--- src/rtl/spin_readout_pkg.sv ---
// Shared types for the spin readout block.
// FSM state encoding and counter sizing helper.
package spin_readout_pkg;

  typedef enum logic [2:0] {
    IDLE,
    RST,
    SETTLE,
    MEASURE,
    DONE
  } state_t;

  // A full window of mismatches must fit without wrapping.
  function automatic int cnt_width(input int window_log2);
    return window_log2 + 1;
  endfunction

endpackage

--- src/rtl/osc_sync.sv ---
// Per-oscillator two-flop synchronizer.
// Optional majority deglitch: SPIN_READOUT_DEGLITCH_EN.
module osc_sync (
  input  logic clk,
  input  logic rstn,
  input  logic din,
  output logic dout
);

  logic [1:0] sync;

  // Two-flop synchronizer for the asynchronous oscillator bit.
  always_ff @(posedge clk or negedge rstn) begin
    if (!rstn) sync <= '0;
    else       sync <= {sync[0], din};
  end

`ifdef SPIN_READOUT_DEGLITCH_EN
  logic [2:0] hist;

  // Three-sample history; the vote is centred on hist[1].
  always_ff @(posedge clk or negedge rstn) begin
    if (!rstn) hist <= '0;
    else       hist <= {hist[1:0], sync[1]};
  end

  assign dout = (hist[0] & hist[1]) |
                (hist[1] & hist[2]) |
                (hist[0] & hist[2]);
`else
  assign dout = sync[1];
`endif

endmodule

--- src/rtl/spin_readout.sv ---
// Coupled-oscillator array readout: reset, anneal, measure.
// Build option: SPIN_READOUT_DEGLITCH_EN (majority filter).
module spin_readout
  import spin_readout_pkg::*;
#(
  parameter int N             = 3,
  parameter int SETTLE_CYCLES = 1024,
  parameter int WINDOW_LOG2   = 8,
  parameter int RST_CYCLES    = 4
) (
  input  logic         clk,
  input  logic         rstn,
  input  logic         start,
  input  logic         abort,
  input  logic [N-1:0] osc_in,
  output logic         core_rstn,
  output logic         busy,
  output logic         valid,
  output logic [N-1:0] spins
);

  localparam int CW   = cnt_width(WINDOW_LOG2);
  localparam int WIN  = 2 ** WINDOW_LOG2;
  localparam int HALF = 2 ** (WINDOW_LOG2 - 1);
  localparam int M1   = (RST_CYCLES > SETTLE_CYCLES) ?
                        RST_CYCLES : SETTLE_CYCLES;
  localparam int TMAX = (M1 > WIN) ? M1 : WIN;
  localparam int TW   = $clog2(TMAX + 1);

  state_t          state;
  logic [TW-1:0]   timer;
  logic [N-1:0]    osc_s;
  logic [CW-1:0]   cnt     [1:N-1];
  logic [CW-1:0]   cnt_inc [1:N-1];
  logic [N-1:0]    hit;

  for (genvar g = 0; g < N; g++) begin : g_sync
    osc_sync u_sync (
      .clk  (clk),
      .rstn (rstn),
      .din  (osc_in[g]),
      .dout (osc_s[g])
    );
  end

  // Next mismatch counts and the majority decision per spin.
  always_comb begin
    hit = '0;
    for (int i = 1; i < N; i++) begin
      cnt_inc[i] = cnt[i] + {{(CW-1){1'b0}}, osc_s[i] ^ osc_s[0]};
      hit[i]     = cnt_inc[i] > CW'(HALF);
    end
  end

  // Run sequencer with registered outputs and mismatch counters.
  always_ff @(posedge clk or negedge rstn) begin
    if (!rstn) begin
      state     <= IDLE;
      timer     <= '0;
      core_rstn <= 1'b0;
      busy      <= 1'b0;
      valid     <= 1'b0;
      spins     <= '0;
      for (int i = 1; i < N; i++) cnt[i] <= '0;
    end else begin
      unique case (state)
        IDLE, DONE: begin
          if (start) begin
            state     <= RST;
            timer     <= '0;
            core_rstn <= 1'b0;
            busy      <= 1'b1;
            valid     <= 1'b0;
          end
        end
        RST: begin
          if (abort) begin
            state     <= IDLE;
            core_rstn <= 1'b0;
            busy      <= 1'b0;
          end else if (timer == TW'(RST_CYCLES - 1)) begin
            state     <= SETTLE;
            timer     <= '0;
            core_rstn <= 1'b1;
          end else begin
            timer <= timer + TW'(1);
          end
        end
        SETTLE: begin
          if (abort) begin
            state     <= IDLE;
            core_rstn <= 1'b0;
            busy      <= 1'b0;
          end else if (timer == TW'(SETTLE_CYCLES - 1)) begin
            state <= MEASURE;
            timer <= '0;
            for (int i = 1; i < N; i++) cnt[i] <= '0;
          end else begin
            timer <= timer + TW'(1);
          end
        end
        MEASURE: begin
          if (abort) begin
            state     <= IDLE;
            core_rstn <= 1'b0;
            busy      <= 1'b0;
          end else begin
            for (int i = 1; i < N; i++) cnt[i] <= cnt_inc[i];
            if (timer == TW'(WIN - 1)) begin
              state <= DONE;
              timer <= '0;
              busy  <= 1'b0;
              valid <= 1'b1;
              spins <= hit;
            end else begin
              timer <= timer + TW'(1);
            end
          end
        end
        default: begin
          state     <= IDLE;
          core_rstn <= 1'b0;
          busy      <= 1'b0;
        end
      endcase
    end
  end

endmodule

--- config.mk ---
export PLATFORM = sky130hd
export DESIGN_NAME = spin_readout
export DESIGN_NICKNAME = d
export VERILOG_FILES = /design/src/rtl/spin_readout_pkg.sv /design/src/rtl/osc_sync.sv /design/src/rtl/spin_readout.sv
export SDC_FILE = /design/constraint.sdc
export NUM_CORES = 1
export LEC_CHECK = 0
export BUFFER_PORTS_ARGS = -buffer_cell sky130_fd_sc_hd__buf_2
export CAP_MARGIN = 25
export CORE_MARGIN = 2
export CORE_UTILIZATION = 50
export CTS_CLUSTER_DIAMETER = 60
export DETAILED_ROUTE_END_ITERATION = 7
export GPL_TIMING_DRIVEN = 0
export PLACE_DENSITY_LB_ADDON = 0.25
export SLEW_MARGIN = 15
export SYNTH_ARGS = -nofsm -noshare
export SYNTH_HDL_FRONTEND = slang
export SYNTH_HIERARCHICAL = 1
export SYNTH_SLANG_ARGS = --single-unit
--- constraint.sdc ---
create_clock -name clk -period 3.6 [get_ports clk]
set_clock_uncertainty 0.15 [all_clocks]
set_input_delay 0.72 -clock clk [delete_from_list [all_inputs] [get_ports clk]]
set_output_delay 0.72 -clock clk [all_outputs]
set_load 0.01 [all_outputs]
==> summary by stage, run 1 <==
CTS
The number of levels in the clock H-tree is 2. In this run, post-CTS hold repair placed 0 buffers. The number of clock sinks is 43. The CTS root buffer is sky130_fd_sc_hd__clkbuf_8. The buffers inserted during post-CTS setup optimization is 0. TritonCTS built the clock tree. Clock tree synthesis inserted a total of 5 buffers. The clock transition at the registers of the reported paths is 0.09 ns. The latest clock arrival within the worst-skew pair is 0.30 ns. The number of gates resized after CTS was 0. The maximum buffer depth of the clock tree is 2.

Route
In this run, the number of DRC markers left after iteration 0 of detailed routing was 152. The routed layout has 2115 vias. For this block, the routed nets add up to 5285 um of wire.

The post-detailed-route count of antenna-violating nets is 0. The remaining routing DRC violations is 0. In the final routed layout, each cell accounts on average for 14.09 um.

In the routed layout, each cell is associated on average with a via count of 5.640. The number of detailed-routing iterations run before antenna repair is 4.

Place
The area after detailed placement is 2590 sq um. The final weighted congestion in routability-driven placement is 0.8318. The detailed-placement wirelength estimate is 3671 um. The number of port buffers is 11.

STA
The number of failing setup endpoints in the final timing report is 0. The number of pins with negative max-slew slack in the final report was 0. The worst-margin pin slew is 0.5210 ns. Setup repair after global routing left no endpoint under its margin. Hold is met by 0.1895 ns. Counting I/O delays and the setup requirement, the final critical path takes 2.200 ns.

Setup total negative slack on the finished layout was measured at 0 ns. Measured against its own limit, the worst slew margin works out to 0.6427. The total count of hold-check failures in the final report is 0. For this run, the top clock speed supported by timing is 0.4545 GHz.

Of the available clock period, the critical path in the final layout requires 0.6111.

Worst hold path
The worst hold path belongs to the class in -> async.

Pwr
The sequential fraction of design power is 0.514. The switching power of the nets is 361.5 uW. The largest vdd supply drop is 0.2789 mV. The clock group share of total power is 0.276. In this run the static leakage power is 1.135 nW. The part of the power in combinational logic is 0.209. The power per cell area is 408.4 nW/um^2. Of the total power, the share spent switching nets is 0.3284. The cell internal power dissipation is 739.2 uW.

Finish
The library cells used most frequently in the layout, excluding fill and tap cells, are sky130_fd_sc_hd__dfrtp_1 (43), sky130_fd_sc_hd__nor2_1 (39), sky130_fd_sc_hd__nand2_1 (39). The cell area after layout is 2695 sq um. The most common cell after layout, fill and taps aside is sky130_fd_sc_hd__dfrtp_1. Fill cells in the final layout number 427.

The growth of design area from synthesis to finish is 9.954%. For this run, the post-layout net count is 319. The share of final-layout standard cells stronger than drive strength 1 is 0.1169. 0 antenna diodes ended up in the layout.

Yosys
In this run, synthesis produced a sequential element count of 43. Dividing the synthesized area by the synthesized cell count gives 8.511 sq um. The cell count after synthesis is 288. The number of nets in the synthesized netlist is 300. The post-synthesis async set-or-reset flop share is 1.000. For this run, the register share of the synthesized area comes to 0.4390.

In this run, distinct cell masters in the synthesized netlist total 50. In this run, synthesis inferred 0 flip-flops with an integrated enable. The most instantiated flip-flop cell in the synthesis netlist is sky130_fd_sc_hd__dfrtp_1.

During synthesis, Yosys emitted a total of 6 warnings. After synthesis the cells add up to 2451 sq um.

Worst setup path
The start of the worst register-to-register path is state[1]. The number of cells on the worst reg-to-reg path is 7. STA classifies the critical path startpoint as a flip-flop.

The required time of the worst setup path is 3.62 ns. The capture point of the worst reg-to-reg path is timer[3]. The kind of end point of the critical path is a flip-flop.

The critical path is of the reg -> reg type. Following the worst setup path forward leads to its endpoint at timer[3]. Of all nets on the critical path, the largest fanout is 10. In this run the worst setup path begins at state[1].

The register-to-register path setup slack is 1.40 ns. The critical path data arrival time is 2.22 ns.

Global route
For this run the aggregate overflow at the end of global routing stands at 0. The number of global-route vias before repair was 1937. The total global-route track usage is 0.2145. The wire length of the first global-routing pass is 9059 um. The initial antenna violation count was 0. Entering global routing, the biggest net connects 44 pins.

Status
The run finished with clean final reports.

Floorplan
From left edge to right edge, the die measures 74.02 um. The full die area is 5478 sq um. 13 I/O pins were placed. The core area is 4723 sq um. After floorplanning, the core was divided into 25 placement rows. The floorplan step set the die height to 74.02 um. The initial utilization of the core area, before any placement, comes to 0.5189.

Run
The max-cap violation count is 0.
-- metal layers --
metal,up-vias,part of all wire,GRT usage
li1,1078,-,-
met1,983,0.50,0.3060
met2,48,0.45,0.3284
met3,6,0.037,0.04472
met4,0,0.013,0.07071
met5,-,0,0
-- worst min-delay path by stage --
stage	end	cells past startpoint
after floorplan	g_sync[0].u_sync/sync[1]	0
after global placement	g_sync[1].u_sync/sync[1]	0
after detailed placement	g_sync[1].u_sync/sync[1]	0
after CTS	g_sync[1].u_sync/sync[1]	0
after global routing	cnt[4]	1
final	cnt[4]	1
-- stage by stage --
step | util | cells | total power [mW] | setup WS [ns]
after floorplan | - | 288 | 0.7292 | 1.682
after global placement | 0.5483 | 366 | 0.7934 | 1.371
after detailed placement | 0.5483 | 366 | 0.8009 | 1.313
after CTS | 0.5664 | 374 | 1.106 | 1.405
after global routing | 0.5706 | 375 | 1.167 | 1.175
final | 0.5706 | 375 | 1.101 | 1.400
-- synth_stat cells (3+ instances only) --
master,count,area share
sky130_fd_sc_hd__dfrtp_1,43,0.44
sky130_fd_sc_hd__nand2_1,39,0.060
sky130_fd_sc_hd__nor2_1,39,0.060
sky130_fd_sc_hd__o21ai_0,25,0.051
sky130_fd_sc_hd__a21oi_1,16,0.033
sky130_fd_sc_hd__o21ai_1,12,0.025
sky130_fd_sc_hd__nand3_1,11,0.022
sky130_fd_sc_hd__nor3_1,8,0.016
sky130_fd_sc_hd__a31oi_1,6,0.015
sky130_fd_sc_hd__buf_2,6,0.012
sky130_fd_sc_hd__and3_1,5,0.013
sky130_fd_sc_hd__clkbuf_1,5,0.0077
sky130_fd_sc_hd__ha_1,5,0.026
sky130_fd_sc_hd__nand4_1,5,0.013
sky130_fd_sc_hd__o31ai_1,5,0.015
sky130_fd_sc_hd__xor2_1,4,0.014
sky130_fd_sc_hd__and2_1,3,0.0077
sky130_fd_sc_hd__nand2b_1,3,0.0077
sky130_fd_sc_hd__nand3b_1,3,0.0092
sky130_fd_sc_hd__nor4b_1,3,0.011
sky130_fd_sc_hd__o211ai_1,3,0.0092
-- layout make-up --
| cell class | count | area [sq um] | share of cell area |
|---|---|---|---|
| Clock buffer | 6 | 72.57 | 0.02693 |
| Buffer | 13 | 63.81 | 0.02368 |
| Tap cell | 67 | 83.83 | 0.03110 |
| Clock inverter | 2 | 12.51 | 0.004643 |
| Sequential cell | 43 | 1076 | 0.3993 |
| Timing Repair Buffer | 12 | 75.07 | 0.02786 |
| Inverter | 2 | 7.507 | 0.002786 |
| Multi-Input combinational cell | 230 | 1304 | 0.4838 |
-- sequential cells by signal, indices dropped and copies added, names as in the netlist --
| signal | cells |
|---|---|
| cnt | 18 |
| g_sync.u_sync/sync | 6 |
| timer | 11 |
| busy | 1 |
| valid | 1 |
| core_rstn | 1 |
| state | 3 |
| spins | 2 |
-- cell families (layout without fill, tap and decap cells) --
group | Yosys count | after routing | share of synthesized area
compound gates | 79 | 79 | 0.1919
xor+xnor | 6 | 6 | 0.02144
fa+ha+maj | 5 | 5 | 0.02552
buf+inv | 15 | 35 | 0.02910
flops | 43 | 43 | 0.4390
mux | 3 | 3 | 0.01276
other cells | 1 | 1 | 0.001530
simple gates | 136 | 136 | 0.2787
-- critical path, stage by stage (launching register included) --
cell                       delay (ns)
sky130_fd_sc_hd__dfrtp_1         0.40
sky130_fd_sc_hd__buf_2           0.19
sky130_fd_sc_hd__nor2_2          0.21
sky130_fd_sc_hd__mux2i_1         0.51
sky130_fd_sc_hd__buf_2           0.33
sky130_fd_sc_hd__nor3_1          0.08
sky130_fd_sc_hd__o21ai_0         0.09
sky130_fd_sc_hd__o211ai_1        0.11
-- power by group through the flow --
stage | Combinational (mW) | Clock, mW | Sequential, mW
finish | 0.230 | 0.304 | 0.566
global route | 0.262 | 0.333 | 0.572
CTS | 0.228 | 0.313 | 0.565
detailed placement | 0.227 | 0 | 0.574
global placement | 0.222 | 0 | 0.572
floorplan | 0.164 | 0 | 0.565
Note: power is estimated with default switching activity, not from simulation.
==> run 2, diff against run 1 <==
- clock period: 3.6 -> 1.95 ns (I/O delays scaled with it)
==> run 2 against run 1 <==
  * The run now ends with setup timing left
  * Cell count grew 2.7%
  * Setup slack lost 1.4 ns
  * Non-clock buffer count grew 10
  * Clock-buffer cell count is the same
  * Sequential share of layout area shrank 3.7 points
  * Highest routed layer unchanged
==> summary by stage, run 2 (synthesis results as in run 1) <==
Status
The run finished, with violations left. The checks that failed: setup timing.

STA
The worst path setup slack after routing is -0.04871 ns (-1.449 ns). Setup repair after global routing could not meet its margin everywhere. The number of pins with negative max-slew slack in the final report is 0 (unchanged). The post-route fraction of the period consumed by the critical path was 1.025 (+0.4139).

The number of failing setup endpoints in the final timing report came to 5 (+5). The total count of hold-check failures in the final report is 0 (unchanged). The highest achievable clock rate is 0.5003 GHz (+10%). The time the worst path needs with I/O delays and setup is 1.999 ns (-0.2013 ns). The final hold slack is 0.03662 ns (-0.1529 ns).

Route
The first-iteration detailed-routing DRC count is 126 (-17%). The count of vias placed by the detailed router is 2181 (+3.1%). The total wire length after detailed routing is 5613 um (+6.2%). The routed wirelength normalized by instance count is 14.58 um (+3.4%). The vias per cell is 5.665 (+0.44%).

The number of detailed-routing iterations run before antenna repair is 4 (unchanged). The remaining routing DRC violations was 0 (unchanged). The post-detailed-route count of antenna-violating nets is 0 (unchanged).

Pwr
The switching power of the nets was 725.1 uW (+100%). The largest vdd supply drop came to 0.5274 mV (+89%). The clock group share of total power is 0.264 (-0.012). The static power due to leakage came to 1.193 nW (+5.1%). The cell internal power dissipation is 1.425 mW (+93%). The part of the power in combinational logic is 0.238 (+0.029). The switching part of the total was 0.3373 (+0.008853).

The power per cell area was 721.9 nW/um^2 (+77%). The sequential fraction of design power came to 0.498 (-0.016).

Finish
The final antenna diode count is 0 (unchanged). The net total in the final layout is 329 (+3.1%). The number of flip-flops under the largest register name was 18 (unchanged). Counting flops per register, the top entry is cnt. The top cell types in the final layout, fill and taps aside, are sky130_fd_sc_hd__dfrtp_1 (40), sky130_fd_sc_hd__nand2_1 (39), sky130_fd_sc_hd__nor2_1 (34). The share of final-layout standard cells stronger than drive strength 1 is 0.2484 (+0.1315). The number of fill cells in the layout is 391 (-8.4%).

The register area is 1080 sq um (+0.35%). The most common cell after layout, fill and taps aside is sky130_fd_sc_hd__dfrtp_1. The largest registers in the layout are cnt (18), timer (11), g_sync.u_sync/sync (6). The area of combinational cells with multiple inputs came to 1494 sq um (+15%). The growth of design area from synthesis to finish is 21.49%.

Global route
The wire length of the first global-routing pass is 9390 um (+3.7%). The maximum number of pins on one net before global-route repair is 44 (unchanged). The total global-route track usage came to 0.2223 (+0.007787). The number of global-route vias before repair was 2017 (+4.1%). The initial antenna violation count is 0 (unchanged). The overflow left after global routing was 0 (unchanged).

Worst setup path
STA classifies the critical path endpoint as a flip-flop. The category of the most critical setup path is reg -> reg. The kind of start point of the critical path is a flip-flop.

Traced cell by cell, the critical path runs through xor2_2 > ha_2 > ha_4 > xor2_1 > nor4_1 > a21oi_1 > o21ai_0 > a31oi_1. The critical path data arrival time is 2.03 ns (-0.19 ns). The required time of the worst setup path is 1.98 ns (-1.64 ns). The maximum single-stage delay on the critical path is 0.43 ns (-0.08 ns).

The maximum fanout encountered on the critical timing path is 5 (-5). The cell with the biggest individual delay on the critical path is sky130_fd_sc_hd__dfrtp_1.

Floorplan
The core area came to 4723 sq um (unchanged). The row count came to 25 (unchanged). The die outline width came to 74.02 um (unchanged).

The top-level I/O count is 13 (unchanged). The floorplan die height is 74.02 um (unchanged). The full die area is 5478 sq um (unchanged). The effective utilization at floorplan is 0.5189 (unchanged).

Place
The final weighted congestion in routability-driven placement is 0.8318 (unchanged). The detailed-placement wirelength estimate is 3671 um (unchanged). The pre-CTS worst setup slack is -0.2226 ns (-1.536 ns).

The number of port buffers is 11 (unchanged).

Worst hold path
The class of the tightest hold or removal check is in -> reg.

CTS
The number of CTS-inserted buffers was 5 (unchanged). The maximum buffer depth of the clock tree is 2 (unchanged). The CTS root buffer is sky130_fd_sc_hd__clkbuf_8. The number of clock sinks was 43 (unchanged). The number of levels in the clock H-tree was 2 (unchanged). The latest clock arrival within the worst-skew pair is 0.30 ns (about the same). The clock tree from TritonCTS is built. The clock transition at the registers of the reported paths was 0.08 ns (about the same).

Run
The max-cap violation count is 0 (unchanged).
[run 2: worst paths after layout]
| check | start | to | slack (ns) | cells after the start |
|---|---|---|---|---|
| max | g_sync[0].u_sync/sync[1] | spins[2] | -0.05 | 8 |
| min | osc_in[0] | g_sync[0].u_sync/sync[0] | 0.04 | 1 |
| max reg2reg | g_sync[0].u_sync/sync[1] | spins[2] | -0.05 | 8 |
| min reg2reg | g_sync[1].u_sync/sync[0] | g_sync[1].u_sync/sync[1] | 0.20 | 0 |
| max in group asynchronous | rstn | timer[8] | 0.76 | 3 |
| min in group asynchronous | rstn | cnt[4] | 0.39 | 2 |
[run 2: worst max-delay path: cells and delay by family, from the launching register on]
kind	cells	cell delay (ns)
adders and majority gates	2	0.39
xor gates and xnor gates	2	0.30
DFF	1	0.43
and+or+nand+nor	1	0.24
AOI/OAI and AO/OA	3	0.36
[run 2: power by group through the flow]
| stage | clock network, mW | registers [mW] | logic (mW) |
|---|---|---|---|
| floorplan | 0 | 1.04 | 0.302 |
| global placement | 0 | 1.06 | 0.409 |
| detailed placement | 0 | 1.06 | 0.420 |
| CTS | 0.578 | 1.06 | 0.462 |
| global route | 0.615 | 1.08 | 0.578 |
| finish | 0.568 | 1.07 | 0.512 |
[run 2: per-layer routing]
layer  global-route usage  vias to the layer above  share of wire  wire, um
li1                     -                     1089              -         -
met1               0.3115                     1034           0.48      2686
met3              0.04607                        5          0.040       225
met5                    0                        -              0         0
met2               0.3482                       53           0.47      2653
met4              0.07071                        0         0.0084        47
[run 2: area by class of cell]
cell class | count | area share
Multi-Input combinational cell | 230 | 0.5017
Clock buffer | 6 | 0.02437
Inverter | 2 | 0.002521
Timing Repair Buffer | 23 | 0.05378
Clock inverter | 2 | 0.004202
Tap cell | 67 | 0.02815
Sequential cell | 43 | 0.3626
Buffer | 12 | 0.02269
[run 2: repair_timing]
| action | in CTS | in global routing |
|---|---|---|
| buffers inserted | 3 | 7 |
| setup endpoints to repair | 34 | 34 |
| resized for setup | 33 | 20 |
| pin swaps | 11 | 5 |
| cloned | 0 | 0 |
| hold buffers | 0 | 1 |
| endpoints found under the hold margin | 0 | 16 |
[run 2: per-stage QoR]
step	cell area [sq um]	utilization	total power, mW	instances	setup TNS (ns)
2_1_floorplan	2451	-	1.346	288	0
3_3_place_gp	2590	0.5483	1.465	366	-3.029
3_5_place_dp	2590	0.5483	1.479	366	-3.831
4_1_cts	2838	0.6008	2.099	377	-0.02798
5_1_grt	2978	0.6305	2.272	385	-1.327
6_report	2978	0.6305	2.150	385	-0.1369
==> run 3, diff against run 2 <==
- SETUP_SLACK_MARGIN: not set -> 0.2
- clock period: 1.95 -> 1.64 ns (I/O delays scaled with it)
==> run 3 against run 2 <==
  * The flow still finishes with violations (setup timing)
  * Non-clock buffer count grew 47
  * Clock power up 37%
  * Routed wire length up 65%
  * Sequential share of layout area shrank 7.6 points
  * Power is 47% higher
  * Setup slack got worse by 0.43 ns
  * Utilization up 17 points
  * Die area did not move
  * Combinational power up 110%
  * Critical endpoint unchanged
==> summary by stage, run 3 (synthesis results as in run 1) <==
Finish
The register containing the most flip-flops in the final layout is cnt. The cell area after layout is 3804 sq um (+28%). The largest registers in the layout are cnt (18), timer (11), g_sync.u_sync/sync (6). The end-of-flow core utilization was 0.8053 (+0.1748). The net total in the final layout is 376 (+14%). Leaving out fill and tap cells, the most frequent cell in the layout is sky130_fd_sc_hd__buf_4. The growth of design area from synthesis to finish is 55.18%. The final antenna diode count is 0 (unchanged). The share of final-layout standard cells stronger than drive strength 1 is 0.4932 (+0.2447). The number of flip-flops under the largest register name was 18 (unchanged). In the layout the commonest cells are sky130_fd_sc_hd__buf_4 (40), sky130_fd_sc_hd__nand2_1 (33), sky130_fd_sc_hd__dfrtp_1 (33).

Route
The count of vias placed by the detailed router is 2840 (+30%). The routed wirelength normalized by instance count is 21.47 um (+47%). The post-detailed-route count of antenna-violating nets came to 0 (unchanged). The first-iteration detailed-routing DRC count is 368 (+190%). The number of detailed-routing iterations run before antenna repair came to 6 (+2). The remaining routing DRC violations is 0 (unchanged). The total wire length after detailed routing is 9276 um (+65%). The vias per cell is 6.574 (+16%).

Place
The detailed-placement wirelength estimate came to 3644 um (-0.72%). The number of port buffers was 11 (unchanged). The final weighted congestion in routability-driven placement is 0.8474 (+1.9%). The pre-CTS worst setup slack is -0.4163 ns (-0.1937 ns). The area after detailed placement came to 2716 sq um (+4.9%).

Worst setup path
The worst setup path is of the reg -> reg kind. The critical path data arrival time was 2.16 ns (+0.13 ns). The required time of the worst setup path was 1.68 ns (-0.30 ns). The maximum fanout encountered on the critical timing path was 4 (-1).

The first element of the critical path is g_sync[0].u_sync/sync[1]. The maximum single-stage delay on the critical path is 0.40 ns (-0.03 ns). Grouping stages by cell kind, the critical path spends the most delay in flip-flops. The kind of end point of the critical path is a flip-flop. Traced cell by cell, the critical path runs through buf_6 > xor2_1 > ha_2 > ha_4 > xor2_4 > nor4_4 > a21oi_1 > o21ai_1 > a31oi_1.

The cell with the biggest individual delay on the critical path is sky130_fd_sc_hd__dfrtp_1. The start of the worst register-to-register path is g_sync[0].u_sync/sync[1]. STA classifies the critical path startpoint as a flip-flop. The number of buffers and inverters on the critical path came to 1 (+1).

Floorplan
The top-level I/O count is 13 (unchanged). The core area is 4723 sq um (unchanged). The floorplan die height came to 74.02 um (unchanged). The effective utilization at floorplan is 0.5189 (unchanged).

The row count is 25 (unchanged). The full die area is 5478 sq um (unchanged). The die outline width is 74.02 um (unchanged).

STA
The highest achievable clock rate is 0.4710 GHz (-5.9%). The number of failing setup endpoints in the final timing report is 35 (+30). The time the worst path needs with I/O delays and setup was 2.123 ns (+0.1246 ns). The post-route fraction of the period consumed by the critical path is 1.295 (+0.2697). The total count of hold-check failures in the final report is 0 (unchanged). The number of pins with negative max-slew slack in the final report was 0 (unchanged).

The final hold slack came to 0.1401 ns (+0.1035 ns). The worst path setup slack after routing came to -0.4833 ns (-0.4346 ns). Setup repair after global routing could not meet its margin everywhere.

Global route
The total global-route track usage is 0.2641 (+0.04174). The maximum number of pins on one net before global-route repair is 44 (unchanged). The number of global-route vias before repair is 2290 (+14%). The wire length of the first global-routing pass was 11140 um (+19%). The initial antenna violation count was 0 (unchanged). The overflow left after global routing is 0 (unchanged).

CTS
The latest clock arrival within the worst-skew pair came to 0.31 ns (about the same). The clock tree from TritonCTS is built. The number of CTS-inserted buffers came to 5 (unchanged). The CTS root buffer is sky130_fd_sc_hd__clkbuf_8. The clock transition at the registers of the reported paths was 0.10 ns (+0.02 ns). The maximum buffer depth of the clock tree came to 2 (unchanged).

The number of levels in the clock H-tree is 2 (unchanged). The number of clock sinks was 43 (unchanged).

Pwr
The power per cell area was 830.8 nW/um^2 (+15%). The largest vdd supply drop is 0.4955 mV (-6.0%). The power consumption is 3.160 mW (+47%). The static power due to leakage came to 1.539 nW (+29%).

Worst hold path
The worst hold path belongs to the class in -> reg. The start point of the worst hold path is start.

Run
The max-cap violation count is 0 (unchanged).

Status
The flow ran to the end, but the final reports show violations. The final reports fail on setup timing.
[run 3: cell count changes in the layout (fill, tap and decap cells not counted), sizes merged]
cell	before	now
buf	29	71
clkbuf	11	15
clkinv	1	0
clkinvlp	1	0
dlygate4sd3	1	4
[run 3: final timing paths]
kind,end,slack (ns),cells after the start
hold reg to reg,g_sync[2].u_sync/sync[1],0.20,0
hold / removal,valid,0.14,2
min in group asynchronous,cnt[13],0.32,2
setup reg to reg,spins[2],-0.48,9
setup / recovery,spins[2],-0.48,9
max in group asynchronous,timer[6],0.52,3
[run 3: through the flow]
stage | cells | TNS (ns)
after global routing | 432 | -10.85
final | 432 | -9.665
after detailed placement | 366 | -8.642
after CTS | 413 | -4.335
after global placement | 366 | -8.375
after floorplan | 288 | -2.254
[run 3: repair_timing]
action | in CTS | in global routing
hold buffers | 3 | 1
endpoints found under the hold margin | 3 | 14
buffers inserted | 33 | 17
gates resized for setup | 86 | 53
gates cloned | 3 | 0
pin swaps | 37 | 30
setup endpoints to repair | 37 | 37
[run 3: routing by layer]
metal  track usage  wire length, um
met1        0.3631             3518
met2        0.4038             4298
met3       0.06233              921
met4        0.1071              537
met5             0                0
[run 3: worst register-to-register path: stages (launching register included)]
cell,delay [ns]
sky130_fd_sc_hd__dfrtp_1,0.40
sky130_fd_sc_hd__buf_6,0.12
sky130_fd_sc_hd__xor2_1,0.13
sky130_fd_sc_hd__ha_2,0.20
sky130_fd_sc_hd__ha_4,0.20
sky130_fd_sc_hd__xor2_4,0.16
sky130_fd_sc_hd__nor4_4,0.27
sky130_fd_sc_hd__a21oi_1,0.08
sky130_fd_sc_hd__o21ai_1,0.16
sky130_fd_sc_hd__a31oi_1,0.13
[run 3: area by class of cell]
cell class / count / area (sq um)
sequential: 43 / 1089
buffer: 13 / 108.9
tap: 67 / 83.83
timing repair buffer: 69 / 578.1
multi-input combinational: 230 / 1837
inverter: 2 / 7.507
clock buffer: 8 / 100.1
fill: 236 / 919.6
[run 3: report_power, final]
part,leakage [nW],switching [mW],total (mW),internal (mW)
combinational,0.925,0.596,1.10,0.500
clock,0.0515,0.393,0.778,0.385
sequential,0.562,0.142,1.29,1.14
